`src/rtl/axis_bram_slave_pp.sv`:
```
// AXI-stream to FFT BRAM loader: one frame of real samples, natural or bit-reversed order, optional ping-pong banks.
// Writes combinationally in the accepting cycle, so there is no added latency. Ready is held high for the whole frame (no backpressure).
module axis_bram_slave_pp #(
  parameter int FFT_SIZE_MAX = 4096,
  parameter int ADDR_WIDTH   = 12,
  parameter int SAMPLE_WIDTH = 16,
  parameter int DATA_WIDTH   = 48,
  parameter int IN_AXI_WIDTH = 16,
  parameter int PING_PONG    = 1
) (
  input  logic                      clk,
  input  logic                      reset_n,
  input  logic                      go,
  input  logic [3:0]                log2_size,
  input  logic                      bitrev_en,
  output logic                      busy,
  output logic                      done,
  output logic                      frame_err,
  output logic                      bank,
  output logic [ADDR_WIDTH-1:0]     s2mem_waddr,
  output logic                      s2mem_bank,
  output logic [DATA_WIDTH-1:0]     s2mem_wdata,
  output logic                      s2mem_we,
  input  logic                      s_tvalid,
  output logic                      s_tready,
  input  logic                      s_tlast,
  input  logic [IN_AXI_WIDTH-1:0]   s_tdata,
  input  logic [IN_AXI_WIDTH/8-1:0] s_tkeep
);

  localparam int HALF = DATA_WIDTH / 2;
  localparam logic [3:0] AW4 = 4'(ADDR_WIDTH);
  localparam logic [ADDR_WIDTH-1:0] MAX_IDX = ADDR_WIDTH'(FFT_SIZE_MAX - 1);

  typedef enum logic [1:0] {IDLE = 2'd0, WRITE = 2'd1, DRAIN = 2'd2} state_t;

  state_t                  state;
  logic [ADDR_WIDTH-1:0]   cnt;
  logic [3:0]              lg;
  logic                    bitrev_q;
  logic                    bank_q;
  logic                    done_q;
  logic                    err_q;
  logic                    had_frame;

  logic [3:0]              lg_in;
  logic [3:0]              shamt;
  logic [ADDR_WIDTH-1:0]   last_idx;
  logic [ADDR_WIDTH-1:0]   rev_full;
  logic                    beat;
  logic                    data_beat;
  logic                    final_beat;
  logic signed [HALF-1:0]  re;

  always_comb begin
    lg_in    = (log2_size == 4'd0 || log2_size > AW4) ? AW4 : log2_size;
    shamt    = AW4 - lg;
    last_idx = MAX_IDX >> shamt;
    // Reversing across the full width, then shifting down, reverses only the low lg bits.
    rev_full = '0;
    for (int i = 0; i < ADDR_WIDTH; i++) rev_full[i] = cnt[ADDR_WIDTH-1-i];
  end

  assign s_tready   = (state != IDLE);
  assign beat       = s_tvalid & s_tready;
  assign data_beat  = beat && (state == WRITE) && (s_tkeep != '0);
  assign final_beat = (cnt == last_idx);

  assign re          = HALF'($signed(s_tdata[SAMPLE_WIDTH-1:0]));
  assign s2mem_wdata = {re, {HALF{1'b0}}};
  assign s2mem_waddr = bitrev_q ? (rev_full >> shamt) : cnt;
  assign s2mem_bank  = bank_q;
  assign s2mem_we    = data_beat;

  assign busy      = (state != IDLE);
  assign done      = done_q;
  assign frame_err = err_q;
  assign bank      = bank_q;

  always_ff @(posedge clk) begin
    if (!reset_n) begin
      state     <= IDLE;
      cnt       <= '0;
      lg        <= AW4;
      bitrev_q  <= 1'b0;
      bank_q    <= 1'b0;
      done_q    <= 1'b0;
      err_q     <= 1'b0;
      had_frame <= 1'b0;
    end else begin
      done_q <= 1'b0;
      case (state)
        IDLE: begin
          if (go) begin
            lg       <= lg_in;
            bitrev_q <= bitrev_en;
            cnt      <= '0;
            err_q    <= 1'b0;
            state    <= WRITE;
            if (PING_PONG != 0 && had_frame) bank_q <= ~bank_q;
          end
        end
        WRITE: begin
          if (data_beat) begin
            cnt <= cnt + 1'b1;
            if (s_tlast) begin
              state     <= IDLE;
              done_q    <= 1'b1;
              had_frame <= 1'b1;
              if (!final_beat) err_q <= 1'b1;
            end else if (final_beat) begin
              err_q <= 1'b1;
              state <= DRAIN;
            end
          end
        end
        DRAIN: begin
          if (beat && s_tlast) begin
            state     <= IDLE;
            done_q    <= 1'b1;
            had_frame <= 1'b1;
          end
        end
        default: state <= IDLE;
      endcase
    end
  end

endmodule

```
`config.mk`:
```
export PLATFORM = sky130hd
export DESIGN_NAME = axis_bram_slave_pp
export DESIGN_NICKNAME = d
export VERILOG_FILES = /design/src/rtl/axis_bram_slave_pp.sv
export SDC_FILE = /design/constraint.sdc
export NUM_CORES = 1
export LEC_CHECK = 0
export CORE_ASPECT_RATIO = 0.8
export CORE_UTILIZATION = 30
export DETAILED_ROUTE_END_ITERATION = 8
export PLACE_DENSITY = 0.58
export SETUP_SLACK_MARGIN = 0.5
export SLEW_MARGIN = 15
export SYNTH_ARGS = -nofsm -noshare
export SYNTH_HDL_FRONTEND = slang
export SYNTH_SLANG_ARGS = --single-unit
```
`constraint.sdc`:
```
create_clock -name clk -period 4.5 [get_ports clk]
set_input_delay 0.45 -clock clk [delete_from_list [all_inputs] [get_ports clk]]
set_output_delay 0.45 -clock clk [all_outputs]
set_load 0.01 [all_outputs]
```
# ---- Word-level counts from Yosys, hierarchy flattened
# Index checks and enable logic that the tools add are counted.
dict set report word_totals {
  output_inout_bits 67
  register_bits 23
  wordCells 65
  inputBits 28
}
dict set report op_classes {
  bitwise_logic 2
  n_shift 2
  n_eq_ne 9
  muxes 25
  reduce_logical 16
  n_addsub 2
  order_cmp 1
}
# operator n
set ops {}
lappend ops {{2-to-1 mux 12 bit} 3}
lappend ops {{case mux 12 bit (2 select lines)} 1}
lappend ops {{adder 12 x 1 -> 12 bit, second input constant} 1}
lappend ops {{== test 12 bit} 1}
lappend ops {{>> shifter 12 x 4 -> 12 bit} 1}
lappend ops {{>> shifter 12 x 4 -> 12 bit, first input constant} 1}
lappend ops {{2-to-1 mux 1 bit} 11}
lappend ops {{2-to-1 mux 2 bit} 5}
lappend ops {{!= test 2 bit, second input constant} 4}
lappend ops {{AND reduction 4 bit} 2}
lappend ops {{nonzero test 2 bit} 4}
lappend ops {{!= test 3 bit, second input constant} 2}
lappend ops {{case mux 1 bit (2 select lines)} 3}
lappend ops {{case mux 2 bit (3 select lines)} 1}
lappend ops {{AND reduction 3 bit} 2}
lappend ops {{AND reduction 5 bit} 1}
lappend ops {{greater-than comparator 4 bit, second input constant} 1}
lappend ops {{logical NOT 4 bit} 1}
lappend ops {{2-to-1 mux 4 bit} 1}
lappend ops {{subtractor 4 bit, first input constant} 1}
lappend ops {{logical AND 1 bit} 3}
lappend ops {{== test 2 x 1 -> 1 bit, second input constant} 1}
lappend ops {{== test 2 bit, second input constant} 1}
lappend ops {{logical NOT 2 bit} 1}
lappend ops {{4 further kinds} 4}

# ---- Logic depth before layout (Yosys ltp)
dict set report logic_depth {
  ltp_word 7
  depth_mapped 12
  depth_no_buf 9
}

# ---- Worst setup path before layout
# OpenSTA, ideal clock, no wires.
dict set report synth_path {
  path_kind {register to output}
  from {register lg[0]}
  to {output port s2mem_waddr[1]}
  path_stages_with_launch 11
  arrival_ps 2291
  path_slack_ps 1759
  path_buffers 3
  required_time_ps 4050
  cell_sequence {dfxtp_1 buf_4 inv_2 ha_1 clkbuf_1 buf_1 mux2i_1 o22a_1 a211oi_1 a31oi_1 a21oi_1}
}
dict set report synth_between {
  elab_chain_len 3
}
# element line_no
set synth_lines {}
lappend synth_lines {{start, declared} 39} ;# logic [3:0] lg;
lappend synth_lines {{start signal, assigned} 95} ;# lg <= lg_in;
lappend synth_lines {{subtractor 4 bit} 57} ;# shamt = AW4 - lg;
lappend synth_lines {{>> shifter 12 x 4 -> 12 bit} 71} ;# assign s2mem_waddr = bitrev_q ? (rev_full >> shamt) : cnt;
lappend synth_lines {{2-to-1 mux 12 bit} 71}
lappend synth_lines {{end, declared} 20} ;# output logic [ADDR_WIDTH-1:0] s2mem_waddr,
# Every way passes these cells.

# ---- Final worst setup path
# Ends and elaborated chain as after synthesis.

==> reports/summary.md <==
The flow ran to the end, and the final reports show no timing, DRC or antenna violations. The starting utilization of the core area was 31.81%; the pin slew with the least headroom to its limit was 1038 ps. For this run, global-route usage on met2 was measured as 23.96%. The mapped netlist covers 2407 sq um. The instance count along the most critical hold path was 1. Class of the most critical hold timing path: flip-flop to flip-flop. The largest net degree at the start of global routing was 29; the flip-flop and latch count after synthesis was 23. The synthesized netlist devotes 5.094% of its cell area to XOR and XNOR gates. TritonCTS built the clock tree. For this design the ratio of total power to cell area is 315.3 nW/um^2. At the later pin of the worst-skew pair, clock insertion delay measures 270 ps. Traced cell by cell, the critical path runs through buf_4 > inv_2 > ha_2 > mux2i_1 > o22a_1 > a211oi_1 > a31oi_1 > a21oi_1 > clkdlybuf4s50_1. The register clock-pin slew on the reported worst setup and hold paths came out at 80 ps. Wires add up to 5995 um.

The type of destination of the critical path is an output pin. The logs give 1510 sq um for the footprint of the multi-input gates and 0.9392 nW for the reported leakage power. The number of placed instances, taps included, is 435. After synthesis, the share of cell area in mux cells is 4.210%. In this run the worst path has a maximum fanout of 28. Area fraction in compound gates after synthesis: 22.56%.

The run gives 0 as the total of warnings raised by yosys. The die is 82.12 um tall. For the sequential share of the synthesized area, the log shows 19.13%.

The tool flagged a number of max-cap violations equal to 0. For the number of buffers inserted by post-CTS setup repair, the log shows 0. The synthesized instance count was 343; the number of inserted diodes was 0. The tools report the half-perimeter wire length after detailed placement as 4506 um. The worst setup path is launched from a flip-flop. At the end of routability-driven placement, the weighted congestion stood at 0.8785. The routed layout has 2182 vias. The post-synthesis to final-layout area growth works out to 5.249%.

Global routing used 15.09% of the available tracks across all layers. The run gives 8389 sq um as the die area. The root buffer cell chosen for the clock tree is sky130_fd_sc_hd__clkbuf_8.

In this run the most used layer during global routing was met2. The simple logic cell fraction of the synthesized area works out to 22.87%. In this run the deepest clock path goes through 2 buffers.

The number of global-route vias before repair is 1963, and the per-instance average area after synthesis is 7.018 sq um. The netlist uses 52 different library cells. The synthesized netlist devotes 4.158% of its cell area to adder and majority cells. In the final design database the tool counted 371 nets.

Setup violations remaining at the end of the flow were counted as 0. Counting every sink on the clock net gives 23. The endpoint of the worst hold path is had_frame. In this run the register-to-register setup slack is 1540 ps. Data on the critical path is required at its endpoint by 4050 ps. The time the final worst path needs with I/O delays and setup was 3506 ps. The worst hold path begins at had_frame. The kind of critical path is flip-flop to output pin.

The final sum of negative setup slack came out at 0 ps. In this run the tightest slew margin relative to its limit is 30.29%. The run gives 3.114% as the met3 usage.

The commonest cells after synthesis are sky130_fd_sc_hd__buf_4, sky130_fd_sc_hd__nor2_1, sky130_fd_sc_hd__nand2_1. Post-CTS repair changed the size of 0 cells. The async set or reset register ratio after synthesis was 0%. The count of placed standard cells in the final layout, fillers left out was 439; the number of max-slew violations in the final report was 0. Among all cell types in the netlist, the one instantiated most often is sky130_fd_sc_hd__buf_4. The first global-routing pass estimated 9991 um of wire. Buffers inserted to repair hold after CTS numbered 0. After synthesis, the largest family of logic cells by area is simple AND/OR/NAND/NOR gates. Buffers inserted during clock tree synthesis total 3.

In this run the remaining antenna-violating nets after routing total 0. The layout has 823 filler cells. Count of unresolved DRC violations after routing: 0. The first routing iteration left 175 violations. The worst register-to-register path begins at lg[0]. For this run, global-route usage on met1 was measured as 21.53%. The pre-antenna-repair detailed-routing pass consisted of 5 iterations. The floorplan step defined a core boundary enclosing 7567 sq um. Number of hold violations in the final report: 0. Worst endpoint data arrival time: 3060 ps.

For this run, the slowest stage of the critical path takes 660 ps. The number of buffers added on ports works out to 30. Static timing analysis puts the maximum clock frequency at 285.2 MHz.

The average via count per standard cell was 4.970. In the final routed layout, each cell accounts on average for 13.66 um. The number of levels the H-tree was split into is 1. For the worst flop-to-flop path, the logic depth is 10.

The die is 102.2 um wide. The initial antenna violation count is 0. The synthesized design spends more area on one cell type than any other, namely sky130_fd_sc_hd__dfxtp_1. The layout cell share with drive strength beyond 1 is 4.491%.

Source of the critical timing path: lg[0]. Summing all flip-flop and latch instances after layout gives 460.4 sq um. By area the synthesized netlist is led by sky130_fd_sc_hd__dfxtp_1, sky130_fd_sc_hd__buf_4, sky130_fd_sc_hd__nor2_1. The fraction of post-synthesis cell area in the top cell type by area was 19.13%; the total global routing overflow was 0. In this run the critical register-to-register path is captured at frame_err.

The clock arrives with 1.978 ps of skew. Count of standard-cell rows: 28. In the synthesized netlist the dominant register cell turns out to be sky130_fd_sc_hd__dfxtp_1. The period utilization is 77.91%, and the count of buffer and inverter cells on the critical path is 3.

95 I/O pins were placed. Largest delay contributor family on the critical path: buffers and inverters. Worst-case vdd ir drop: 0.0001469 V. The number of flops mapped to enable cells by yosys works out to 0.

Setup repair after global routing left no endpoint under its margin. The critical path runs through a total of 9 cells. For this design, the slowest cell found on the critical path is sky130_fd_sc_hd__ha_2.
worst register-to-register path, stage by stage, from the launching register on:
cell and delay, ps:
sky130_fd_sc_hd__dfxtp_1 310, sky130_fd_sc_hd__buf_4 230, sky130_fd_sc_hd__inv_2 150, sky130_fd_sc_hd__ha_1 320
sky130_fd_sc_hd__xnor2_1 780, sky130_fd_sc_hd__nor3_1 110, sky130_fd_sc_hd__a211o_1 290, sky130_fd_sc_hd__a31o_2 260
sky130_fd_sc_hd__nand4b_2 140, sky130_fd_sc_hd__mux2i_1 200, sky130_fd_sc_hd__nor3_1 70
area by class of cell:
type / instances / area share (%)
clock buffers: 4 / 1.778
inverters: 17 / 2.519
multi-input cells: 257 / 59.61
flip-flops and latches: 23 / 18.17
well taps: 105 / 5.185
repair buffers: 33 / 12.74
sequential cells by signal (all words and copies together), names as in the netlist:
name and cells:
lg 4, bank 1, done 1, frame_err 1, bitrev_q 1, cnt 12, had_frame 1, state 2
power by group:
group          total (W)  switching (W)  internal [W]
Sequential      0.000256      0.0000361      0.000220
Combinational   0.000410       0.000248      0.000162
Clock           0.000133      0.0000692     0.0000633
Total           0.000799       0.000354      0.000445
worst max path at each step:
| stage | endpoint | slack, ps |
|---|---|---|
| floorplan | s2mem_waddr[1] | 1760 |
| global placement | s2mem_waddr[1] | 1090 |
| detailed placement | s2mem_waddr[1] | 1060 |
| CTS | s2mem_waddr[1] | 750 |
| global route | s2mem_waddr[1] | 770 |
| finish | s2mem_waddr[1] | 990 |
stage by stage:
step	utilization [%]	setup WS, ps	power [W]	hold slack [ps]	cell area (sq um)
2_1_floorplan	-	1759	0.0005817	440.0	2494
3_3_place_gp	32.85	1089	0.0006607	453.9	2486
3_5_place_dp	32.85	1059	0.0006621	456.6	2486
4_1_cts	33.45	754.5	0.0007953	477.7	2531
5_1_grt	33.48	767.4	0.0008609	506.3	2534
6_report	33.48	994.1	0.0007988	473.8	2534
layout by cell type (no fill, tap or decap), types with 2 or more instances in the layout:
cell / n
sky130_fd_sc_hd__a21oi_1: 20
sky130_fd_sc_hd__nor2b_1: 3
sky130_fd_sc_hd__dfxtp_1: 23
sky130_fd_sc_hd__nand2_1: 31
sky130_fd_sc_hd__clkbuf_8: 3
sky130_fd_sc_hd__ha_1: 7
sky130_fd_sc_hd__a22oi_1: 2
sky130_fd_sc_hd__clkdlybuf4s50_1: 30
sky130_fd_sc_hd__a31oi_1: 4
sky130_fd_sc_hd__and3_1: 3
sky130_fd_sc_hd__nand4_1: 3
sky130_fd_sc_hd__xnor2_1: 11
sky130_fd_sc_hd__a211oi_1: 5
sky130_fd_sc_hd__or3_1: 4
sky130_fd_sc_hd__o21ai_0: 20
sky130_fd_sc_hd__o211a_1: 3
sky130_fd_sc_hd__nor4_1: 5
sky130_fd_sc_hd__o211ai_1: 2
sky130_fd_sc_hd__mux2i_1: 9
sky130_fd_sc_hd__nor2_1: 34
sky130_fd_sc_hd__inv_1: 16
sky130_fd_sc_hd__o221ai_1: 2
sky130_fd_sc_hd__o21ai_1: 2
sky130_fd_sc_hd__nand2b_1: 4
sky130_fd_sc_hd__o22ai_1: 8
sky130_fd_sc_hd__conb_1: 24
sky130_fd_sc_hd__o21a_1: 3
sky130_fd_sc_hd__nand3_1: 11
sky130_fd_sc_hd__nor3_1: 14
sky130_fd_sc_hd__buf_4: 3
sky130_fd_sc_hd__xor2_1: 3
sky130_fd_sc_hd__o31a_1: 2
cell families (layout without fill, tap and decap cells):
group           count (synthesis)  in the layout
xor+xnor                       14             14
flops                          23             23
buf+inv                        86             54
mux                            10             10
other cells                     1             24
compound gates                 84             84
simple gates                  117            117
fa+ha+maj                       8              8
routing by layer:
layer / vias up / share of wire (%) / wire (um)
li1: 1101 / - / -
met1: 976 / 49 / 2932
met2: 103 / 42 / 2544
met3: 2 / 8.6 / 513
met4: 0 / 0.067 / 4
met5: - / 0 / 0
No activity file was read; power rests on OpenSTA's default activity.
